$ cat src/rtl/mips_pkg.sv
// Shared encodings for the multi-cycle MIPS-subset controller.
package mips_pkg;

    localparam logic [5:0] OP_RTYPE = 6'b000000;
    localparam logic [5:0] OP_J     = 6'b000010;
    localparam logic [5:0] OP_JAL   = 6'b000011;
    localparam logic [5:0] OP_LW    = 6'b100011;
    localparam logic [5:0] OP_SW    = 6'b101011;
    localparam logic [5:0] OP_ADDI  = 6'b001000;
    localparam logic [5:0] OP_ORI   = 6'b001101;
    localparam logic [5:0] FUNCT_JR = 6'b001000;

    localparam logic [2:0] ALU_ADD   = 3'd0;
    localparam logic [2:0] ALU_SUB   = 3'd1;
    localparam logic [2:0] ALU_AND   = 3'd2;
    localparam logic [2:0] ALU_OR    = 3'd3;
    localparam logic [2:0] ALU_SLT   = 3'd4;
    localparam logic [2:0] ALU_FUNCT = 3'd5;

    localparam logic [1:0] RD_RT  = 2'd0;
    localparam logic [1:0] RD_RD  = 2'd1;
    localparam logic [1:0] RD_R31 = 2'd2;

    // Watchdog counter width; covers TIMEOUT up to 255.
    localparam int unsigned WDOG_W = 8;

    typedef enum logic [2:0] {
        S_FETCH, S_DECODE, S_EXEC, S_MEM, S_WB, S_HALT
    } state_t;

    typedef enum logic [2:0] {
        C_RTYPE, C_JR, C_J, C_JAL, C_LW, C_SW, C_ADDI, C_ORI
    } iclass_t;

endpackage

$ cat src/rtl/mips_mc_decode.sv
// Opcode/funct classifier; purely combinational.
module mips_mc_decode
    import mips_pkg::*;
(
    input  logic [5:0] opcode,
    input  logic [5:0] funct,
    output iclass_t    iclass_c,
    output logic       illegal_c
);

    // Map opcode (and funct for special) onto an instruction class.
    always_comb begin
        iclass_c  = C_RTYPE;
        illegal_c = 1'b0;
        case (opcode)
            OP_RTYPE: iclass_c = (funct == FUNCT_JR) ? C_JR : C_RTYPE;
            OP_J:     iclass_c = C_J;
            OP_JAL:   iclass_c = C_JAL;
            OP_LW:    iclass_c = C_LW;
            OP_SW:    iclass_c = C_SW;
            OP_ADDI:  iclass_c = C_ADDI;
            OP_ORI:   iclass_c = C_ORI;
            default:  illegal_c = 1'b1;
        endcase
    end

endmodule

$ cat src/rtl/mips_mc_ctrl.sv
// Multi-cycle control sequencer with fetch/data handshakes and bus watchdog.
module mips_mc_ctrl
    import mips_pkg::*;
#(
    parameter int unsigned TIMEOUT = 255
) (
    input  logic        clk,
    input  logic        reset,
    input  logic        imem_ack,
    input  logic [31:0] imem_rdata,
    input  logic        dmem_ack,
    output logic        imem_req,
    output logic        dmem_req,
    output logic        dmem_we,
    output logic [31:0] instruction,
    output logic        pc_en,
    output logic        reg_write,
    output logic        jal,
    output logic        jr,
    output logic        alu_src_imm,
    output logic        mem_to_reg,
    output logic [1:0]  reg_dst,
    output logic [2:0]  alu_op,
    output logic        illegal,
    output logic        bus_fault
);

    localparam logic [WDOG_W-1:0] TO_LAST = WDOG_W'(TIMEOUT - 1);

    state_t             state, state_d;
    iclass_t            iclass_q, iclass_d;
    iclass_t            dec_class;
    logic               dec_illegal;
    logic [31:0]        inst_d;
    logic               illegal_d, bus_fault_d;
    logic [WDOG_W-1:0]  wdog_cnt, wdog_d;
    // Low for the single cycle after reset so all outputs read 0 there.
    logic               run_q;

    mips_mc_decode u_decode (
        .opcode    (instruction[31:26]),
        .funct     (instruction[5:0]),
        .iclass_c  (dec_class),
        .illegal_c (dec_illegal)
    );

    // State, instruction register, sticky flags and watchdog count.
    always_ff @(posedge clk) begin
        if (reset) begin
            state       <= S_FETCH;
            iclass_q    <= C_RTYPE;
            instruction <= '0;
            illegal     <= 1'b0;
            bus_fault   <= 1'b0;
            wdog_cnt    <= '0;
            run_q       <= 1'b0;
        end else begin
            state       <= state_d;
            iclass_q    <= iclass_d;
            instruction <= inst_d;
            illegal     <= illegal_d;
            bus_fault   <= bus_fault_d;
            wdog_cnt    <= wdog_d;
            run_q       <= 1'b1;
        end
    end

    // Next-state and Moore output decode; SW pc_en qualifies on dmem_ack.
    always_comb begin
        state_d     = state;
        iclass_d    = iclass_q;
        inst_d      = instruction;
        illegal_d   = illegal;
        bus_fault_d = bus_fault;
        wdog_d      = wdog_cnt;
        imem_req    = 1'b0;
        dmem_req    = 1'b0;
        dmem_we     = 1'b0;
        pc_en       = 1'b0;
        reg_write   = 1'b0;
        jal         = 1'b0;
        jr          = 1'b0;
        alu_src_imm = 1'b0;
        mem_to_reg  = 1'b0;
        reg_dst     = RD_RT;
        alu_op      = ALU_ADD;

        case (state)
            S_FETCH: begin
                if (run_q) begin
                    imem_req = 1'b1;
                    if (imem_ack) begin
                        inst_d  = imem_rdata;
                        state_d = S_DECODE;
                    end else if (wdog_cnt == TO_LAST) begin
                        bus_fault_d = 1'b1;
                        state_d     = S_HALT;
                    end else begin
                        wdog_d = wdog_cnt + WDOG_W'(1);
                    end
                end
            end
            S_DECODE: begin
                iclass_d = dec_class;
                if (dec_illegal) begin
                    illegal_d = 1'b1;
                    state_d   = S_HALT;
                end else begin
                    state_d = S_EXEC;
                end
            end
            S_EXEC: begin
                case (iclass_q)
                    C_RTYPE:            alu_op = ALU_FUNCT;
                    C_ADDI, C_LW, C_SW: alu_src_imm = 1'b1;
                    C_ORI: begin
                        alu_op      = ALU_OR;
                        alu_src_imm = 1'b1;
                    end
                    default:            alu_op = ALU_ADD;
                endcase
                case (iclass_q)
                    C_J: begin
                        pc_en   = 1'b1;
                        state_d = S_FETCH;
                    end
                    C_JR: begin
                        pc_en   = 1'b1;
                        jr      = 1'b1;
                        state_d = S_FETCH;
                    end
                    C_LW, C_SW: state_d = S_MEM;
                    default:    state_d = S_WB;
                endcase
            end
            S_MEM: begin
                dmem_req = 1'b1;
                dmem_we  = (iclass_q == C_SW);
                if (dmem_ack) begin
                    if (iclass_q == C_SW) begin
                        pc_en   = 1'b1;
                        state_d = S_FETCH;
                    end else begin
                        state_d = S_WB;
                    end
                end else if (wdog_cnt == TO_LAST) begin
                    bus_fault_d = 1'b1;
                    state_d     = S_HALT;
                end else begin
                    wdog_d = wdog_cnt + WDOG_W'(1);
                end
            end
            S_WB: begin
                reg_write  = 1'b1;
                pc_en      = 1'b1;
                jal        = (iclass_q == C_JAL);
                mem_to_reg = (iclass_q == C_LW);
                reg_dst    = (iclass_q == C_RTYPE) ? RD_RD :
                             (iclass_q == C_JAL)   ? RD_R31 : RD_RT;
                state_d    = S_FETCH;
            end
            S_HALT:  state_d = S_HALT;
            default: state_d = S_FETCH;
        endcase

        // Every entry into a requesting state starts a fresh watchdog window.
        if ((state_d != state) && ((state_d == S_FETCH) || (state_d == S_MEM))) begin
            wdog_d = '0;
        end
    end

endmodule

$ cat config.mk
export PLATFORM = sky130hd
export DESIGN_NAME = mips_mc_ctrl
export DESIGN_NICKNAME = d
export VERILOG_FILES = /design/src/rtl/mips_pkg.sv /design/src/rtl/mips_mc_decode.sv /design/src/rtl/mips_mc_ctrl.sv
export SDC_FILE = /design/constraint.sdc
export NUM_CORES = 1
export LEC_CHECK = 0
export ABC_AREA = 1
export CORE_MARGIN = 2
export CORE_UTILIZATION = 60
export DETAILED_ROUTE_END_ITERATION = 10
export DONT_BUFFER_PORTS = 1
export GPL_TIMING_DRIVEN = 0
export PLACE_DENSITY = 0.83
export SLEW_MARGIN = 15
export SYNTH_ARGS = -nofsm -noshare
export SYNTH_HDL_FRONTEND = slang
export SYNTH_HIERARCHICAL = 1
export SYNTH_SLANG_ARGS = --single-unit
$ cat constraint.sdc
create_clock -name clk -period 5.3 [get_ports clk]
set_clock_uncertainty 0.15 [all_clocks]
set_input_delay 0.53 -clock clk [delete_from_list [all_inputs] [get_ports clk]]
set_output_delay 0.53 -clock clk [all_outputs]
set_load 0.03 [all_outputs]
# Word-level counts from Yosys, hierarchy flattened
# Cells that the tools add are included.
[totals] wordCells=90 regBits=49 inputBits=36 out_inout_bits=48
[op_classes] add_sub_neg=1 n_reduce_logical=15 n_eq_ne=25 n_bitwise=1 mux=41
[op_table] operator="$mux W8" count=4
[op_table] operator="$mux W3" count=7
[op_table] operator="$pmux W3 S7" count=1
[op_table] operator="$mux W1" count=20
[op_table] operator="$eq A3 B3 Y1 const B" count=6
[op_table] operator="$eq A6 B4 Y1 const B" count=3
[op_table] operator="$pmux W8 S2" count=1
[op_table] operator="$eq A3 B2 Y1 const B" count=5
[op_table] operator="$pmux W3 S5" count=1
[op_table] operator="$eq A6 B2 Y1 const B" count=2
[op_table] operator="$eq A6 B6 Y1 const B" count=2
[op_table] operator="$pmux W3 S2" count=2
[op_table] operator="$logic_not A3 Y1" count=3
[op_table] operator="$add A8 B1 Y8 const B" count=1
[op_table] operator="$eq A8 B8 Y1 const B" count=1
[op_table] operator="$reduce_or A7 Y1" count=1
[op_table] operator="$eq A3 B1 Y1 const B" count=2
[op_table] operator="$logic_not A6 Y1" count=1
[op_table] operator="$mux W2" count=3
[op_table] operator="$ne A2 B2 Y1 const B" count=3
[op_table] operator="$reduce_or A2 Y1" count=3
[op_table] operator="$reduce_and A4 Y1" count=1
[op_table] operator="$reduce_or A4 Y1" count=1
[op_table] operator="$ne A3 B3 Y1" count=1
[op_table] operator="8 further kinds" count=8

# Depth between registers and ports, before layout
[logic_depth] word_depth=9 mapped_depth=13 depth_no_buf=13

# By module
# The synthesis kept the hierarchy.
[modules_own_cells] module="mips_mc_ctrl" seq_area_each_um2=980.9 area_per_inst_um2=2167.1 cells_per_inst=304 n_inst=1
[modules_own_cells] module="mips_mc_decode" seq_area_each_um2=0.0 area_per_inst_um2=170.2 cells_per_inst=35 n_inst=1

# Worst setup path before layout
# No wires, ideal clock.
[synth_path] path_kind="register to output" from="register state[2]" to="output port jal" t_required_ps=4620 arrival_time_ps=2083 path_slack_ps=2537 n_path_buf=0 stages_incl_launch_ff=5 cell_sequence="dfxtp_1 inv_2 nor2_1 inv_1 nor4_1"
[synth_between] elab_chain_len=2
[synth_rtl] item="from (decl)" line="mips_mc_ctrl.sv:30" rtl="state_t state, state_d;"
[synth_rtl] item="from (signal assigned)" line="mips_mc_ctrl.sv:58" rtl="state <= state_d;"
[synth_rtl] item="$eq A3 B3 Y1" line="mips_mc_ctrl.sv:88" rtl="case (state)"
[synth_rtl] item="$mux W1" line="mips_mc_ctrl.sv:88"
[synth_rtl] item="to (decl)" line="mips_mc_ctrl.sv:18" rtl="output logic jal,"
# No other way between the ends.

# Worst setup path in the final report
[layout_path] from="register state[2]" to="output port mem_to_reg"
[layout_between] elab_chain_len=2
[layout_rtl] item="$eq A3 B3 Y1" line="mips_mc_ctrl.sv:88"
[layout_rtl] item="$mux W1" line="mips_mc_ctrl.sv:88"
[layout_rtl] item="to (decl)" line="mips_mc_ctrl.sv:21" rtl="output logic mem_to_reg,"
# No other way between the ends.

==> results.cfg <==
[placement]
detailed_place.area_mm2 = 0.00240
hpwl_um = 3630
place.gp.congestion = 0.810
io_buffers = 0

[yosys]
netlist.area_leader.share_pct = 42.0
ys_seq_area_share_pct = 42.0
yosys.area.top_type = dfxtp_1
synth_area_per_cell_um2 = 6.89
netlist_area_mm2 = 0.00234
synth_cell_type_count = 25
ys_warn_count = 6
synthFlopType = dfxtp_1
ys_ff_latch = 49
syn_inst = 339
synth-edff-count = 0
synth.area.top_cells = dfxtp_1 (42%), inv_1 (9.2%), a21oi_1 (8.6%), o21ai_0 (8.1%), nand2_1 (7.4%)
synth_fp_nets = 377
synthArstFlopShare_pct = 0
synth_top_cells_by_count = inv_1 (57), dfxtp_1 (49), nand2_1 (46)
synth_most_common_cell = inv_1

[sta]
finalCritPeriodShare_pct = 62.0
tightest_slew_ps = 1230
hold_viol = 0
final-setup-viol-count = 0
fmax_ghz = 0.305
drv_slew = 0
grt_setup_unrepaired = no
slew_headroom_pct = 17.1
min_period_ps = 3280
tns_ps = 0

[worst_setup_path]
cp-start-kind = register
r2r_slack_ps = 3130
cp.arrival_ps = 2600
worstReg2RegStart = instruction[29]$_SDFFE_PP0P_
crit_start = state[2]$_SDFF_PP0_
cp_max_fo = 7
crit_type = register to output pin
cp-endpoint = mem_to_reg
crit_required_ps = 4620
crit_path_end_kind = output pin
worst_r2r_path_depth = 13
r2r-end = wdog_cnt[1]$_SDFFE_PP0P_

[power]
power.leakage_uw = 0.00103
pwr_density_cell_mw_per_mm2 = 352
vdd_drop_max_v = 0.000246

[clocking]
numCtsBuffers = 5
cts_setup_buffers = 0
ctsResizeCount = 0
htreeDepth = 2
hold_buffers = 0
cts_root_buf = clkbuf_8
clk_pin_slew_ps = 80
cts_tree = yes
cts_sinks = 49
clock_path_buffers = 2
clk_latency_ps = 300

[finish]
stdcell_area_mm2 = 0.00253
area_growth_pct = 8.24
drive_above_1_share_pct = 10.1
antennaDiodeCount = 0
layout.nets = 384

[grt]
grt.total_usage_pct = 23.0
antenna_found_initial = 0
grt_overflow = 0
grt_pass1_wl_um = 7820
grt_pass1_vias = 1875
grt_max_degree = 16

[run_status]
outcome = finished clean

[detailed_routing]
dr.pass1.iters = 4
vias_per_cell = 5.31
wirelength_um = 4900
drt-initial-drc-count = 83
ant_nets = 0
routedWlPerCell_um = 12.4
vias = 2099
drc_errors = 0

[die]
io_pins = 84
rows = 22
die_y_um = 66.4
initial_core_util_pct = 62.9
die_area_mm2 = 0.00441
coreArea_mm2 = 0.00372
die_w_um = 66.4

[min_path]
hp-class = input port to register

[run]
max_cap_viol_count = 0
## worst min path at each step
stage / startpoint / endpoint / slack [ps] / depth (start not counted)
after floorplan: wdog_cnt[0]$_SDFFE_PP0P_ / wdog_cnt[0]$_SDFFE_PP0P_ / 370 / 2
after global placement: wdog_cnt[4]$_SDFFE_PP0P_ / wdog_cnt[4]$_SDFFE_PP0P_ / 390 / 4
after detailed placement: wdog_cnt[4]$_SDFFE_PP0P_ / wdog_cnt[4]$_SDFFE_PP0P_ / 410 / 4
after CTS: reset / state[0]$_SDFF_PP0_ / 130 / 1
after global routing: reset / bus_fault$_SDFFE_PP0P_ / 130 / 1
final: reset / bus_fault$_SDFFE_PP0P_ / 140 / 1
## state kept, by name, summed over array words and instances, names as in the netlist
signal	flops
instruction	32
wdog_cnt	8
iclass_q	3
state	3
bus_fault	1
illegal	1
run_q	1
## cells in the final DEF, fill, tap and decap left out, types with 3 or more instances in the layout
cell,n
clkbuf_1,3
inv_1,57
nor2_2,5
dfxtp_1,49
clkbuf_8,6
xor2_1,4
buf_1,3
nor3_1,4
nand2_1,46
nor2_1,38
o21ai_1,4
inv_2,6
nand2_2,5
o21ai_0,38
nand3_1,17
buf_2,3
a21oi_1,40
nand3_2,4
## through the flow
stage	power [µW]	setup slack [ps]	std cells	utilization, %	hold slack [ps]
2_1_floorplan	589	2540	339	-	372
3_3_place_gp	614	2390	387	64.5	394
3_5_place_dp	619	2360	387	64.5	408
4_1_cts	891	2030	395	67.7	134
5_1_grt	932	1890	395	68.1	126
6_report	889	2020	395	68.1	138
## where the power goes
group / internal, µW / total, µW / switching, µW
clock network: 153 / 277 / 124
logic: 42.7 / 137 / 94.1
registers: 399 / 475 / 76.6
total: 595 / 889 / 294
## kinds of logic (layout without fill, tap and decap cells)
kind of cell    count (synthesis)  count (layout)  share of synthesized area [%]
simple gates                  126             126                           24.6
compound gates                 83              83                           18.3
buf+inv                        73              81                           11.9
flops                          49              49                           42.0
xor+xnor                        6               6                           2.25
fa+ha+maj                       2               2                           1.07
## metal layers
layer | GRT usage [%] | wire [µm] | vias to the layer above
met4 | 9.18 | 58 | 0
met5 | 0 | 0 | -
met1 | 27.0 | 2080 | 928
met3 | 9.20 | 494 | 5
li1 | - | - | 1088
met2 | 37.4 | 2270 | 78
## critical path: stages (launching register included)
cell and delay (ps):
dfxtp_1 500, inv_2 100, nor2_1 490, inv_1 240, nor4_1 970
## final cells by class
cell class                      count  area [µm²]
Buffer                              9        37.5
Clock buffer                        6        82.6
Clock inverter                      2        37.5
Fill cell                         345        1190
Inverter                           64         240
Multi-Input combinational cell    217        1090
Sequential cell                    49         981
Tap cell                           48        60.1
No activity file was read; power rests on OpenSTA's default activity.
